### config.mk
export PLATFORM = sky130hd
export DESIGN_NAME = pipe_stall_ctrl
export DESIGN_NICKNAME = d
export VERILOG_FILES = /design/src/rtl/pipe_stall_ctrl.sv
export SDC_FILE = /design/constraint.sdc
export NUM_CORES = 1
export LEC_CHECK = 0
export BUFFER_PORTS_ARGS = -buffer_cell sky130_fd_sc_hd__buf_2
export CORE_MARGIN = 4
export CORE_UTILIZATION = 47
export CTS_CLUSTER_SIZE = 30
export DETAILED_ROUTE_END_ITERATION = 8
export PLACE_DENSITY = 0.86
export SLEW_MARGIN = 20
export SYNTH_ARGS = -nofsm -noshare
export SYNTH_HDL_FRONTEND = slang
export SYNTH_SLANG_ARGS = --single-unit
### constraint.sdc
create_clock -name clk -period 2.8 [get_ports clk]
set_input_delay 0.28 -clock clk [delete_from_list [all_inputs] [get_ports clk]]
set_output_delay 0.28 -clock clk [all_outputs]
set_load 0.1 [all_outputs]
### src/rtl/pipe_stall_ctrl.sv
// Hazard and sequencing controller for a 5-stage MIPS pipeline: stall/flush,
// forwarding selects, and the mult/div busy sequencer that guards HI/LO reads.
//
// state  | meaning
// S_IDLE | mult/div unit free, waiting for a launch from execute
// S_BUSY | operation in flight, r_cnt counts remaining busy cycles down to 0
// S_DONE | result ready, HI/LO written this cycle (mdwe)
module pipe_stall_ctrl #(
    parameter int MUL_CYCLES = 4,
    parameter int DIV_CYCLES = 32
) (
    input  logic       clk,
    input  logic       reset,
    input  logic [4:0] rsD,
    input  logic [4:0] rtD,
    input  logic [4:0] rsE,
    input  logic [4:0] rtE,
    input  logic [4:0] writeregE,
    input  logic [4:0] writeregM,
    input  logic [4:0] writeregW,
    input  logic       regwriteE,
    input  logic       regwriteM,
    input  logic       regwriteW,
    input  logic       memtoregE,
    input  logic       memtoregM,
    input  logic       branchD,
    input  logic       mdstartD,
    input  logic       hiloreadD,
    input  logic       mdstartE,
    input  logic       mdopE,
    output logic       StallF,
    output logic       StallD,
    output logic       FlushE,
    output logic       ForwardAD,
    output logic       ForwardBD,
    output logic [1:0] ForwardAE,
    output logic [1:0] ForwardBE,
    output logic       mdbusy,
    output logic       mdwe
);

    localparam int MAX_CYC = (MUL_CYCLES > DIV_CYCLES) ? MUL_CYCLES : DIV_CYCLES;
    localparam int CW      = (MAX_CYC > 1) ? $clog2(MAX_CYC) : 1;
    localparam logic [CW-1:0] MUL_LOAD = CW'(MUL_CYCLES - 1);
    localparam logic [CW-1:0] DIV_LOAD = CW'(DIV_CYCLES - 1);

    typedef enum logic [1:0] {
        S_IDLE = 2'd0,
        S_BUSY = 2'd1,
        S_DONE = 2'd2
    } state_t;

    state_t        r_state;
    state_t        w_state_nxt;
    logic [CW-1:0] r_cnt;
    logic [CW-1:0] w_cnt_nxt;

    logic w_lwstall;
    logic w_branchstall;
    logic w_mdstall;
    logic w_stall;

    // Register 0 is hardwired, so it never creates a dependency.
    function automatic logic reg_match(input logic [4:0] a, input logic [4:0] b);
        return (a != 5'd0) && (a == b);
    endfunction

    always_ff @(posedge clk) begin
        if (reset) begin
            r_state <= S_IDLE;
            r_cnt   <= '0;
        end else begin
            r_state <= w_state_nxt;
            r_cnt   <= w_cnt_nxt;
        end
    end

    always_comb begin
        w_state_nxt = r_state;
        w_cnt_nxt   = r_cnt;
        case (r_state)
            S_IDLE: begin
                if (mdstartE) begin
                    w_state_nxt = S_BUSY;
                    w_cnt_nxt   = mdopE ? DIV_LOAD : MUL_LOAD;
                end
            end
            S_BUSY: begin
                if (r_cnt == '0) begin
                    w_state_nxt = S_DONE;
                end else begin
                    w_cnt_nxt = r_cnt - 1'b1;
                end
            end
            S_DONE: begin
                w_state_nxt = S_IDLE;
            end
            default: begin
                w_state_nxt = S_IDLE;
            end
        endcase
    end

    // Gated by reset so a pending result is never exposed while reset is held.
    assign mdbusy = ~reset & (r_state != S_IDLE);
    assign mdwe   = ~reset & (r_state == S_DONE);

    always_comb begin
        ForwardAE = 2'b00;
        if (regwriteM && reg_match(writeregM, rsE)) begin
            ForwardAE = 2'b10;
        end else if (regwriteW && reg_match(writeregW, rsE)) begin
            ForwardAE = 2'b01;
        end
    end

    always_comb begin
        ForwardBE = 2'b00;
        if (regwriteM && reg_match(writeregM, rtE)) begin
            ForwardBE = 2'b10;
        end else if (regwriteW && reg_match(writeregW, rtE)) begin
            ForwardBE = 2'b01;
        end
    end

    assign ForwardAD = regwriteM & reg_match(writeregM, rsD);
    assign ForwardBD = regwriteM & reg_match(writeregM, rtD);

    assign w_lwstall     = memtoregE & (reg_match(writeregE, rsD) | reg_match(writeregE, rtD));
    assign w_branchstall = branchD &
                           ((regwriteE & (reg_match(writeregE, rsD) | reg_match(writeregE, rtD))) |
                            (memtoregM & (reg_match(writeregM, rsD) | reg_match(writeregM, rtD))));
    assign w_mdstall     = mdbusy & (hiloreadD | mdstartD);
    assign w_stall       = w_lwstall | w_branchstall | w_mdstall;

    assign StallF = w_stall;
    assign StallD = w_stall;
    assign FlushE = w_stall;

endmodule
==> flow_summary_export.csv, run 1 <==
group,metric,value,unit
outcome,status,"completed",
setup_path,worstSetupEndpointType,"output pin",
yosys,ys_ff_latch,7,
setup_path,critPathMaxFanout,5,
die,ioPinCount,58,
die,die_area,2860,um2
yosys,synth-async-reset-ratio,0,%
global_route,antenna_found_initial,0,
setup_path,worstPathArrival,2060,ps
global_route,grt_overflow,0,
die,start_util,49.6,%
yosys,synth_cells,123,
sta,finalSetupTns,0,ps
routing,dr_total_vias,1083,
global_route,grt_pass1_vias,1081,
yosys,synthFlopType,"dfxtp_1",
die,die_x,53.5,um
die,core_area,1960,um2
setup_path,start_kind,"primary input",
setup_path,path_class,"in -> out",
clock_network,cts_buffers,3,
sta,slew_violations,0,
setup_path,ff2ff_path_depth,7,
routing,wl_per_cell,12.9,um
setup_path,rrSetupSlack,1130,ps
clock_network,worstSkewPairLatency,260,ps
yosys,yosys-top-cells-count,"xor2_1 (22), xnor2_1 (18), a21oi_1 (9)",
sta,tightest_slew,541,ps
die,rows,16,
routing,wl,2620,um
sta,fin_crit,2340,ps
yosys,syn_area_per_cell,7.90,um2
sta,slew_headroom,63.9,%
yosys,syn_nets,172,
finish,multi_input_area,842,um2
routing,drcViolationCount,0,
setup_path,r2r-start,"r_cnt[0]",
yosys,yosysUniqueCellTypes,31,
die,dieHeight,53.5,um
sta,clock.fmax,428,MHz
yosys,synth.most_common_cell,"xor2_1",
placed_design,dp.final_hpwl,2340,um
yosys,ys_warn_count,0,
routing,drt_first_pass_iters,6,
setup_path,cp.required,2520,ps
worst_hold_path,hold_end,"r_state[0]",
finish,fillers,172,
pwr,leakage,0.591,nW
clock_network,cts.clk_slew.worst_paths,60,ps
clock_network,clock-root-buffer,"clkbuf_4",
finish,synthToLayoutAreaGrowth,37.3,%
worst_hold_path,holdPathStages,2,
clock_network,tritoncts,"built",
setup_path,r2r_end,"r_cnt[2]",
yosys,yosysTopAreaCell,"xor2_1",
sta,fin_ws,461,ps
clock_network,htree_levels,1,
run,max-cap-violations,0,
placed_design,dpl_worst_slack,462,ps
finish,final_layout_size_suffix_gt1_share,42.0,%
yosys,netlist_area,972,um2
yosys,synth_seq_area_share,14.4,%
finish,antennaDiodeCount,0,
placed_design,port_buffers,57,
global_route,grt_usage,20.4,%
pwr,ir_worst_vdd,253,uV
sta,whs,339,ps
global_route,grt_max_degree,10,
sta,hold_violations,0,
sta,fin_skew,4.63,ps
yosys,yosysTopAreaCellShare,19.8,%
finish,nets,226,
clock_network,ctsLongestPathBuffers,2,
pwr,p_per_area,413,nW/um2
sta,setup_viol,0,
worst_hold_path,min_path_type,"in -> reg",
clock_network,cts_hold_buffers,0,
clock_network,post_cts_buffers,0,
worst_hold_path,min-delay-start,"reset",
sta,finalCritPeriodShare,83.5,%
finish,seqCellArea,140,um2
placed_design,place_congestion,0.849,
yosys,yosys-top-cells-area,"xor2_1 (20%), xnor2_1 (16%), dfxtp_1 (14%)",
global_route,grt_pass1_wl,4330,um
routing,drtIter0Drc,13,
yosys,synth_edf_count,0,
routing,postRouteAntennaNets,0,
routing,avgViaCountPerCell,5.33,
sta,rsz0062_at_grt,"no",
clock_network,clock_sinks,7,
clock_network,cts_resized,0,
-- how the worst max path moves through the flow --
stage	startpoint	end	slack, ps	cells past startpoint
detailed placement	writeregM[1]	ForwardAE[0]	460	6
finish	writeregM[1]	ForwardAE[0]	460	6
CTS	writeregM[1]	ForwardAE[0]	450	6
floorplan	writeregM[2]	ForwardAE[0]	-10	5
global route	writeregM[1]	ForwardAE[0]	410	6
global placement	writeregM[1]	ForwardAE[0]	490	6
-- final cells by class --
cell class                 instances  share of cell area [%]
multi-input combinational        106                    63.1
inverter                           2                   0.562
tap                               27                    2.53
sequential                         7                    10.5
timing repair buffer              57                    21.4
clock buffer                       4                    1.97
-- layout by cell type, fill, tap and decap left out, drive strengths merged, types with 2 or more instances in the layout --
master and instances:
nor4 6, nor2 7, ha 2, o21ai 4, xor2 22, a21oi 9, or2 2, nor3b 2
nand3 8, dfxtp 7, clkbuf 4, nor3 8, inv 2, nand2 4, or4 4, xnor2 18
and2 2, buf 57
-- worst max-delay path: stages --
cell and delay, ps:
buf_2 150, or4_4 550, o21ai_2 260, nor4_4 100
nor4_4 260, buf_2 460
-- layer usage --
metal	routed length [um]	track usage [%]	vias to the layer above
met5	0	0	-
met4	57	8.94	0
met3	163	2.54	9
met2	1440	39.8	39
met1	958	21.0	500
li1	-	-	535
-- through the flow --
step           std cells  total power, mW  area, um2  utilization (%)
3_5_place_dp         199            0.456       1310             66.7
4_1_cts              203            0.553       1340             68.0
5_1_grt              203            0.590       1340             68.0
2_1_floorplan        123            0.379       1040                -
3_3_place_gp         199            0.442       1310             66.7
6_report             203            0.551       1340             68.0
-- power by group --
group | leakage (nW) | total [mW] | switching [mW] | internal, mW
clock network | 0.0150 | 0.0969 | 0.0422 | 0.0547
registers | 0.0580 | 0.134 | 0.0160 | 0.118
logic | 0.518 | 0.320 | 0.200 | 0.120
-- state kept, by name, summed over array words and instances, names as in the netlist --
signal,cells
r_cnt,5
r_state,2
-- cells by family after synthesis --
family | count (synthesis) | synth area share (%)
xor+xnor | 40 | 36.0
simple gates | 47 | 29.1
flops | 7 | 14.4
buf+inv | 10 | 5.66
compound gates | 17 | 12.2
fa+ha+maj | 2 | 2.57
No activity file was read; power rests on OpenSTA's default activity.
==> run 2: changes to the inputs <==
CORE_UTILIZATION = 39   (was 47)
PLACE_DENSITY = 0.76   (was 0.86)
clock period = 2 ns   (was 2.8 ns; I/O delays follow)
==> run 2 against run 1 <==
Against the previous run:
- sequential power grew 40%
- worst hold slack lost 85 ps
- combinational power grew 49%
- register-to-register slack lost 850 ps
- wire length grew 11%
- global-route usage shrank 2.9 points
- critical path type unchanged
- clock skew shrank 2.4 ps
==> flow_summary_export.csv, run 2 (synthesis results as in run 1) <==
group,metric,value,unit
placed_design,dpl_worst_slack,44.0,ps
finish,antennaDiodeCount,0,
die,ioPinCount,58,
global_route,grt_usage,17.5,%
sta,clock.fmax,526,MHz
pwr,combPwrFrac,59.6,%
outcome,status,"completed",
clock_network,htree_levels,1,
pwr,seq_power_share,23.4,%
routing,avgViaCountPerCell,5.37,
clock_network,clock_sinks,7,
finish,largest-register,"r_cnt",
pwr,net-switching-power,370,uW
sta,fin_skew,2.26,ps
die,rows,17,
pwr,ir_worst_vdd,451,uV
clock_network,cts_hold_buffers,0,
pwr,sw_frac_of_total,46.1,%
routing,wl,2900,um
sta,tightest_slew,488,ps
sta,slew_violations,0,
setup_path,critPathMaxFanout,3,
die,die_area,3360,um2
sta,fin_crit,1900,ps
clock_network,ctsLongestPathBuffers,2,
die,dieHeight,57.9,um
clock_network,post_cts_buffers,0,
sta,fin_ws,98.9,ps
setup_path,start_kind,"primary input",
finish,final_layout_size_suffix_gt1_share,44.0,%
run,max-cap-violations,0,
pwr,power.internal,432,uW
clock_network,cts.clk_slew.worst_paths,50,ps
placed_design,dp.final_hpwl,2580,um
finish,final_common_cell,"buf_2",
global_route,grt_max_degree,10,
clock_network,cts_buffers,3,
sta,hold_violations,0,
finish,nets,232,
placed_design,port_buffers,57,
finish,mostFrequentLayoutCells,"buf_2 (48), xor2_1 (22), xnor2_1 (18)",
sta,finalCritPeriodShare,95.1,%
global_route,grt_pass1_wl,4790,um
routing,drt_first_pass_iters,4,
die,core_area,2300,um2
clock_network,cts_resized,0,
routing,drtIter0Drc,34,
global_route,grt_pass1_vias,1136,
setup_path,worstSetupEndpointType,"output pin",
finish,finish.utilization,64.7,%
routing,dr_total_vias,1128,
finish,synthToLayoutAreaGrowth,52.9,%
routing,postRouteAntennaNets,0,
placed_design,place_congestion,0.824,
sta,slew_headroom,67.7,%
setup_path,cp.required,1800,ps
clock_network,clock-root-buffer,"clkbuf_4",
finish,largest_reg_flops,5,
pwr,p_per_area,539,nW/um2
clock_network,worstSkewPairLatency,260,ps
routing,wl_per_cell,13.8,um
sta,rsz0062_at_grt,"yes",
pwr,leakage,0.638,nW
global_route,antenna_found_initial,0,
worst_hold_path,min_path_type,"in -> reg",
finish,reg_top3,"r_cnt x5, r_state x2",
pwr,power_frac_clock,17.0,%
setup_path,path_class,"in -> out",
clock_network,tritoncts,"built",
routing,drcViolationCount,0,
setup_path,worstPathArrival,1700,ps
die,start_util,42.3,%
die,die_x,57.9,um
sta,setup_viol,0,
global_route,grt_overflow,0,
run 2: cell count changes in the layout (fill, tap and decap cells not counted):
cell / before / now
nand3_4: 0 / 1
nand3_2: 1 / 0
buf_2: 57 / 48
buf_12: 0 / 6
buf_4: 0 / 9
run 2: stage by stage:
step	std cells	TNS, ps	cell area [um2]	hold slack, ps	power (mW)
after detailed placement	206	0	1450	514	0.662
final	210	0	1490	254	0.801
after global routing	210	-23.9	1490	302	0.846
after floorplan	123	-1480	1060	482	0.542
after global placement	206	0	1450	504	0.640
after CTS	210	0	1480	256	0.794
run 2: final cells by class:
type	count	area (um2)
clock buffer	4	26.3
fill	216	811
inverter	2	7.51
multi-input combinational	106	850
sequential	7	140
tap	28	35.0
timing repair buffer	63	428
run 2: path summary, 6_finish.rpt:
check                                  start          to  slack (ps)  depth (start not counted)
worst min-delay path                   reset  r_state[0]         250                          2
worst max register to register      r_cnt[0]    r_cnt[2]         280                          7
worst max-delay path            writeregM[1]      StallD         100                          7
worst min register to register      r_cnt[0]    r_cnt[0]         540                          2
run 2: critical path, stage by stage:
cell	delay (ps)
buf_2	100
or4_4	540
nor2_1	140
nor4_1	80
o211ai_1	270
nand3_4	110
buf_4	260
run 2: routing by layer:
metal | vias up | track usage [%] | wire (um)
li1 | 550 | - | -
met4 | 0 | 5.63 | 47
met3 | 7 | 1.56 | 198
met5 | - | 0 | 0
met2 | 51 | 34.4 | 1600
met1 | 520 | 19.3 | 1050
run 2: power by group through the flow:
stage,logic [mW],clock network [mW],registers (mW)
6_report,0.477,0.136,0.188
4_1_cts,0.473,0.134,0.187
5_1_grt,0.517,0.138,0.191
3_3_place_gp,0.452,0,0.188
3_5_place_dp,0.472,0,0.190
2_1_floorplan,0.358,0,0.184
